--- src/rtl/cpu_pkg.sv ---
// rtl/cpu_pkg.sv - shared opcodes, ALU function codes, FSM states and strobe bundle for the control unit
package cpu_pkg;

    localparam logic [3:0] OP_NOP  = 4'h0;
    localparam logic [3:0] OP_LDY  = 4'h1;
    localparam logic [3:0] OP_ALU  = 4'h2;
    localparam logic [3:0] OP_LDI  = 4'h3;
    localparam logic [3:0] OP_JMP  = 4'h4;
    localparam logic [3:0] OP_JC   = 4'h5;
    localparam logic [3:0] OP_INC  = 4'h6;
    localparam logic [3:0] OP_DEC  = 4'h7;
    localparam logic [3:0] OP_HALT = 4'hF;

    typedef enum logic [2:0] {
        FN_PASS = 3'b000,
        FN_INC  = 3'b001,
        FN_DEC  = 3'b010
    } ctl_fn_e;

    // ALU operations selected from IR[9:8] when selector=1
    typedef enum logic [1:0] {
        IR_ADD = 2'b00,
        IR_SUB = 2'b01,
        IR_AND = 2'b10,
        IR_OR  = 2'b11
    } ir_alu_e;

    typedef enum logic [3:0] {
        S_F0, S_F1, S_F2, S_F3, S_DEC, S_E0, S_E1, S_E2, S_E3, S_HALT
    } state_e;

    typedef struct packed {
        logic    ld_ir, ld_mar, ld_mdr, ld_sp, ld_pc, ld_y, ld_reg;
        logic    t_ir, t_mdr, t_sp, t_pc, t_y, t_reg;
        logic    selector;
        ctl_fn_e fn;
        logic    mem_rd, halted, illegal;
    } ctl_out_t;

    function automatic logic is_illegal(input logic [3:0] op);
        return (op >= 4'h8) && (op <= 4'hE);
    endfunction

endpackage

--- src/rtl/mem_wait_timer.sv ---
// rtl/mem_wait_timer.sv - counts not-ready cycles of a memory read and flags the timeout cycle
module mem_wait_timer #(
    parameter int MEM_TIMEOUT = 16
) (
    input  logic clk,
    input  logic rst,
    input  logic i_active,
    input  logic i_ready,
    output logic o_expired
);

    localparam int CW = (MEM_TIMEOUT > 1) ? $clog2(MEM_TIMEOUT) : 1;

    logic [CW-1:0] r_cnt;

    // Held at zero outside a wait state, so every read starts from a clean count
    always_ff @(posedge clk) begin
        if (rst || !i_active) begin
            r_cnt <= '0;
        end else if (!i_ready) begin
            r_cnt <= r_cnt + 1'b1;
        end
    end

    generate
        if (MEM_TIMEOUT == 0) begin : g_no_timeout
            assign o_expired = 1'b0;
        end else begin : g_timeout
            assign o_expired = i_active && !i_ready && (r_cnt == CW'(MEM_TIMEOUT - 1));
        end
    endgenerate

endmodule

--- src/rtl/control_unit.sv ---
// rtl/control_unit.sv - multi-cycle fetch/decode/execute control FSM for the single-bus datapath
module control_unit
    import cpu_pkg::*;
#(
    parameter int MEM_TIMEOUT = 16,
    parameter int FN_W        = 3
) (
    input  logic            clk,
    input  logic            rst,
    input  logic [3:0]      opcode,
    input  logic            status,
    input  logic            mem_ready,
    output logic            ld_ir,
    output logic            ld_mar,
    output logic            ld_mdr,
    output logic            ld_sp,
    output logic            ld_pc,
    output logic            ld_y,
    output logic            ld_reg,
    output logic            t_ir,
    output logic            t_mdr,
    output logic            t_sp,
    output logic            t_pc,
    output logic            t_y,
    output logic            t_reg,
    output logic            selector,
    output logic [FN_W-1:0] controller_fn,
    output logic            mem_rd,
    output logic            halted,
    output logic            mem_err,
    output logic            illegal
);

    state_e     r_state;
    state_e     w_next;
    logic [3:0] r_op;
    logic       r_mem_err;
    logic       w_expired;
    ctl_out_t   w_out;
    ctl_out_t   w_g;

    mem_wait_timer #(.MEM_TIMEOUT(MEM_TIMEOUT)) u_timer (
        .clk       (clk),
        .rst       (rst),
        .i_active  ((r_state == S_F1) || (r_state == S_E1)),
        .i_ready   (mem_ready),
        .o_expired (w_expired)
    );

    always_ff @(posedge clk) begin
        if (rst) begin
            r_state   <= S_F0;
            r_op      <= OP_NOP;
            r_mem_err <= 1'b0;
        end else begin
            r_state <= w_next;
            if (r_state == S_DEC) r_op <= opcode;
            if (w_expired) r_mem_err <= 1'b1;
        end
    end

    always_comb begin
        w_next   = r_state;
        w_out    = '0;
        w_out.fn = FN_PASS;
        case (r_state)
            S_F0: begin
                w_out.t_pc = 1'b1; w_out.ld_mar = 1'b1; w_next = S_F1;
            end
            S_F1, S_E1: begin
                w_out.mem_rd = 1'b1;
                if (mem_ready) begin
                    w_out.ld_mdr = 1'b1;
                    w_next = (r_state == S_F1) ? S_F2 : S_E2;
                end else if (w_expired) begin
                    w_next = S_HALT;
                end
            end
            S_F2: begin
                w_out.t_mdr = 1'b1; w_out.ld_ir = 1'b1; w_next = S_F3;
            end
            S_F3: begin
                w_out.t_pc = 1'b1; w_out.fn = FN_INC; w_out.ld_pc = 1'b1; w_next = S_DEC;
            end
            S_DEC: begin
                w_out.illegal = is_illegal(opcode);
                case (opcode)
                    OP_LDY, OP_ALU, OP_LDI, OP_JMP, OP_INC, OP_DEC: w_next = S_E0;
                    OP_JC:   w_next = status ? S_E0 : S_E3;
                    OP_HALT: w_next = S_HALT;
                    default: w_next = S_F0;
                endcase
            end
            S_E0: begin
                w_next = S_F0;
                case (r_op)
                    OP_LDY: begin w_out.t_reg = 1'b1; w_out.ld_y = 1'b1; end
                    OP_ALU: begin w_out.t_reg = 1'b1; w_out.selector = 1'b1; w_out.ld_reg = 1'b1; end
                    OP_INC: begin w_out.t_reg = 1'b1; w_out.fn = FN_INC; w_out.ld_reg = 1'b1; end
                    OP_DEC: begin w_out.t_reg = 1'b1; w_out.fn = FN_DEC; w_out.ld_reg = 1'b1; end
                    OP_LDI, OP_JMP, OP_JC: begin
                        w_out.t_pc = 1'b1; w_out.ld_mar = 1'b1; w_next = S_E1;
                    end
                    default: w_next = S_F0;
                endcase
            end
            S_E2: begin
                w_out.t_mdr = 1'b1;
                if (r_op == OP_LDI) begin
                    w_out.ld_reg = 1'b1; w_next = S_E3;
                end else begin
                    w_out.ld_pc = 1'b1; w_next = S_F0;
                end
            end
            S_E3: begin
                w_out.t_pc = 1'b1; w_out.fn = FN_INC; w_out.ld_pc = 1'b1; w_next = S_F0;
            end
            S_HALT:  w_out.halted = 1'b1;
            default: w_next = S_F0;
        endcase
    end

    // Everything is forced quiet while rst is asserted, whatever state was left behind
    assign w_g = rst ? '0 : w_out;

    assign ld_ir         = w_g.ld_ir;
    assign ld_mar        = w_g.ld_mar;
    assign ld_mdr        = w_g.ld_mdr;
    assign ld_sp         = w_g.ld_sp;
    assign ld_pc         = w_g.ld_pc;
    assign ld_y          = w_g.ld_y;
    assign ld_reg        = w_g.ld_reg;
    assign t_ir          = w_g.t_ir;
    assign t_mdr         = w_g.t_mdr;
    assign t_sp          = w_g.t_sp;
    assign t_pc          = w_g.t_pc;
    assign t_y           = w_g.t_y;
    assign t_reg         = w_g.t_reg;
    assign selector      = w_g.selector;
    assign controller_fn = FN_W'(w_g.fn);
    assign mem_rd        = w_g.mem_rd;
    assign halted        = w_g.halted;
    assign illegal       = w_g.illegal;
    assign mem_err       = r_mem_err && !rst;

endmodule

--- config.mk ---
export PLATFORM = sky130hd
export DESIGN_NAME = control_unit
export DESIGN_NICKNAME = d
export VERILOG_FILES = /design/src/rtl/cpu_pkg.sv /design/src/rtl/mem_wait_timer.sv /design/src/rtl/control_unit.sv
export SDC_FILE = /design/constraint.sdc
export NUM_CORES = 1
export LEC_CHECK = 0
export BUFFER_PORTS_ARGS = -buffer_cell sky130_fd_sc_hd__buf_4
export CORE_MARGIN = 4
export CORE_UTILIZATION = 40
export DETAILED_ROUTE_END_ITERATION = 8
export SLEW_MARGIN = 30
export SYNTH_ARGS = -nofsm -noshare
export SYNTH_HDL_FRONTEND = slang
export SYNTH_SLANG_ARGS = --single-unit
--- constraint.sdc ---
create_clock -name clk -period 3.9 [get_ports clk]
set_input_delay 0.585 -clock clk [delete_from_list [all_inputs] [get_ports clk]]
set_output_delay 0.585 -clock clk [all_outputs]
set_load 0.01 [all_outputs]
Word-level counts from Yosys, hierarchy flattened
Index checks and enable logic that the tools add are counted.
Storage, ports and cells
  output and inout bits: 21
  register bits after elaboration: 13
  word-level logic and storage cells: 84
  input bits: 8
Cells by class
  add/subtract/negate cells: 1
  reduce and logical (&&, ||, !) cells: 19
  $lt $le $gt $ge: 2
  equal/unequal tests: 26
  mux-type cells: 31
  bitwise logic cells: 1
Operators by type and width (count)
  $eq A4 B3 Y1 const B: 12
  $pmux W4 S8: 1
  $eq A4 B2 Y1 const B: 6
  $mux W20: 1
  $eq A4 B4 Y1 const B: 4
  $mux W4: 4
  $mux W1: 15
  $eq A4 B1 Y1 const B: 3
  $pmux W4 S3: 1
  $reduce_or A3 Y1: 3
  $pmux W1 S2: 4
  $pmux W2 S2: 2
  $mux W3: 2
  $reduce_or A2 Y1: 3
  $reduce_or A6 Y1: 1
  $add A4 B1 Y4 const B: 1
  $ge A4 B4 Y1 const B: 1
  $le A4 B4 Y1 const B: 1
  $logic_and A1 B1 Y1: 4
  $logic_not A4 Y1: 1
  $reduce_or A4 Y1: 1
  $logic_not A1 Y1: 3
  $ne A3 B2 Y1 const B: 1
  $logic_or A1 B1 Y1: 2
  3 further kinds: 3

Longest topological paths before layout
  depth in word-level cells: 7
  gate-level depth with buffers: 5
  depth with buffers taken out: 5

Hierarchy
Synthesis repeated with hierarchy kept, for this count alone.
Unflattened totals
  cell total of the unflattened synthesis: 139
  area total of the unflattened synthesis: 1059.8 um^2
By module, submodules not included
  control_unit: area an instance 882.1 um^2, cells an instance 121, seq. area each 180.2 um^2, instances 1
  mem_wait_timer: area an instance 177.7 um^2, cells an instance 18, seq. area each 80.1 um^2, instances 1

Worst setup path before layout
Ideal clock, no wire load.
  path type: input to output
  from: input port rst
  to: output port controller_fn[0]
  path buffers: 0
  data required time: 3315 ps
  stages: 3
  data arrival time: 1651 ps
  path slack: 1664 ps
  path through: or4_1 > or3_4 > o41ai_2
On the way
  longest elaborated chain between the ends: 1
Ends and longest elaborated chain
  from (decl): line control_unit.sv:9  | input logic rst,
  $mux W20: line control_unit.sv:124  | assign w_g = rst ? '0 : w_out;
  to (decl): line control_unit.sv:27  | output logic [FN_W-1:0] controller_fn,
Every way passes these cells.

Worst setup path in the final report
  from: register r_state[2]
  to: output port controller_fn[0]
On the way
  longest elaborated chain between the ends: 4
  elaborated cells between the ends (all ways): 6
  those cells by class: eq/ne: 3; mux: 2; reduce/logical: 1
Ends and longest elaborated chain
  from (decl): line control_unit.sv:34  | state_e r_state;
  from (signal assigned): line control_unit.sv:56  | r_state <= w_next;
  $eq A4 B4 Y1 or $eq A4 B2 Y1 (tied branches): line control_unit.sv:66  | case (r_state)
  $reduce_or A2 Y1 (no line)
  $pmux W2 S2 (*): line control_unit.sv:66
  $mux W20 (*): line control_unit.sv:124
Mark *: on every way between the ends. The rest lies on a longest branch, timed or not.

==> flow_metrics.py <==
metrics = {
    "power_and_ir_drop": {
        "p_leak_nw": 0.5068,
        "cellPowerDensity_nw_per_um2": 301.4,
        "ir_drop_mv": 0.2223,
    },
    "route": {
        "ant_nets": 0,
        "drt_pass1_iterations": 4,
        "first_iter_violations": 24,
        "routed_wl_um": 2422,
        "wl_per_cell_um": 13.61,
        "via_per_inst": 5.489,
        "via_count": 977,
        "drcViolationCount": 0,
    },
    "setup_path": {
        "path_max_fanout": 12,
        "startpoint_type": "flop",
        "r2r-start": "r_state[2]",
        "reg2reg_to": "r_state[2]",
        "required_ns": 3.31,
        "crit_arrival_ns": 2.23,
        "reg2reg_slack_ns": 2.01,
        "reg2reg_depth": 4,
        "endpoint_kind": "primary output",
        "crit_type": "reg -> out",
    },
    "timing": {
        "rsz0062_at_grt": "false",
        "finalCriticalPeriod_ns": 2.816,
        "hold_viol_final": 0,
        "fin_tns_setup_ns": 0,
        "finalMaxSlewViolations": 0,
        "fin_skew_ns": 0.001598,
        "fin_crit_sh": 0.7220,
        "fin_ws_ns": 1.084,
        "setup_viol": 0,
        "fmax_mhz": 355.2,
    },
    "min_path": {
        "min_from": "u_timer.r_cnt[3]",
        "whs_endpoint": "r_mem_err",
        "min_path_cells": 2,
        "hp-class": "reg -> reg",
    },
    "layout": {
        "final-seq-area_um2": 260.3,
        "finish.instance_area_um2": 1184,
        "fill_cells": 237,
        "areaGrowthSynthToFinish_pct": 18.10,
        "postLayoutCoreUtil": 0.5153,
        "mostFrequentLayoutCell": "buf_4",
        "multi_input_area_um2": 666.9,
        "diodes": 0,
        "drive_above_1_share": 0.2133,
        "layout_common_cells": "buf_4, nor2_1, dfxtp_1",
        "fin_nets": 160,
    },
    "clocking": {
        "cts.sinks": 13,
        "ctsResizeCount": 0,
        "clockBufferDepth": 2,
        "clock-root-buffer": "clkbuf_4",
        "post_cts_buffers": 0,
        "cts_tree": "yes",
        "clock_latency_ns": 0.27,
        "cts_buffers": 3,
        "clk_pin_slew_worst_paths_ns": 0.08,
        "htreeDepth": 1,
        "hold_buffers": 0,
    },
    "synth": {
        "ys_types": 45,
        "synth.avg_cell_area_um2": 7.650,
        "synth_top_area_cell": "dfxtp_1",
        "synth_flop_cell": "dfxtp_1",
        "ys_ff_latch": 13,
        "synth_seq_area_share": 0.2597,
        "async_flop_share": 0,
        "postSynthCellCount": 131,
        "synth_edf_count": 0,
        "synth_top_area_frac": 0.2597,
        "synth.cell_area_um2": 1002,
        "synth.area.top_cells": "dfxtp_1, nor2_1, mux2i_1",
        "ys_warn_count": 0,
    },
    "floorplan": {
        "rows": 17,
        "ioPinCount": 29,
        "core_um2": 2297,
        "start_util": 0.4363,
        "die_height_um": 58.06,
        "die_w_um": 58.06,
        "die_area_um2": 3370,
    },
    "global_routing": {
        "grt_pass1_wl_um": 3891,
        "grt_overflow": 0,
        "antenna_found_initial": 0,
        "grt_max_degree": 16,
        "track_usage": 0.1456,
        "grt_pass1_vias": 874,
    },
    "placed_design": {
        "dpl_cell_area_um2": 1157,
        "place.gp.congestion": 0.8254,
        "hpwlAfterDp_um": 1845,
        "numPortBuffers": 23,
        "dp_slack_ns": 1.395,
    },
    "run_status": {
        "status": "finished, final reports clean",
    },
    "flow_run": {
        "max_cap_viol_count": 0,
    },
}
## state kept, by name (all words and copies together) (netlist names)
signal / cells
r_state: 4
r_op: 4
r_mem_err: 1
u_timer.r_cnt: 4
## how the worst max path moves through the flow
stage                          start                to  depth (start not counted)
after floorplan                  rst  controller_fn[0]                          3
after global routing      r_state[2]  controller_fn[0]                          5
after detailed placement         rst  controller_fn[0]                          5
after global placement           rst  controller_fn[0]                          5
after CTS                 r_state[2]  controller_fn[0]                          5
final                     r_state[2]  controller_fn[0]                          5
## cells by family after synthesis
logic type	count (synthesis)	synth area share
AND/OR/NAND/NOR	59	0.3408
other	1	0.003742
AO/OA/AOI/OAI	29	0.1998
buffers and inverters	18	0.08988
flip-flops	13	0.2597
XOR/XNOR	5	0.04370
multiplexers	5	0.04994
adder cells (fa/ha/maj)	1	0.01248
## report_power, final
| group | switching (mW) | leakage [nW] | internal, mW | total, mW |
|---|---|---|---|---|
| clock network | 0.0455 | 0.0150 | 0.0396 | 0.0851 |
| registers | 0.0222 | 0.105 | 0.141 | 0.163 |
| logic | 0.0565 | 0.386 | 0.0521 | 0.109 |
## layer usage
metal / wire, um / share of wire / global-route usage / up-vias
met4: 0 / 0 / 0.03642 / 0
met1: 1115 / 0.46 / 0.1773 / 467
met2: 1203 / 0.50 / 0.2500 / 18
met3: 103 / 0.043 / 0.04232 / 0
met5: 0 / 0 / 0 / -
li1: - / - / - / 492
## critical path: stages, from the launching register on
cell	delay (ns)
dfxtp_1	0.56
inv_2	0.10
or4_1	0.52
or3_4	0.38
o41ai_2	0.23
buf_4	0.17
## area by class of cell
| cell class | instances | share of cell area |
|---|---|---|
| Inverter | 6 | 0.01903 |
| Timing Repair Buffer | 23 | 0.1459 |
| Multi-Input combinational cell | 104 | 0.5634 |
| Tap cell | 28 | 0.02960 |
| Sequential cell | 13 | 0.2199 |
| Clock buffer | 4 | 0.02220 |
## stage by stage
stage	hold slack, ns	power, mW	instances
global placement	0.5065	0.2731	174
global route	0.5453	0.3830	178
CTS	0.5226	0.3625	178
detailed placement	0.5094	0.2749	174
finish	0.5138	0.3567	178
floorplan	0.4814	0.2392	135
## synthesized netlist by cell type (all sizes together), types with 2 or more instances
cell / count
nor2b: 6
or4b: 2
nand3: 4
nor3: 3
nor4: 2
nand2: 6
dfxtp: 13
and3b: 2
xor2: 3
o21bai: 3
o21ai: 6
inv: 6
nor2: 19
nor4bb: 2
mux2i: 5
o21a: 2
nand2b: 2
clkbuf: 4
nand3b: 3
or3: 3
buf: 8
a21oi: 7
nor3b: 2
xnor2: 2
No activity file was read; power rests on OpenSTA's default activity.
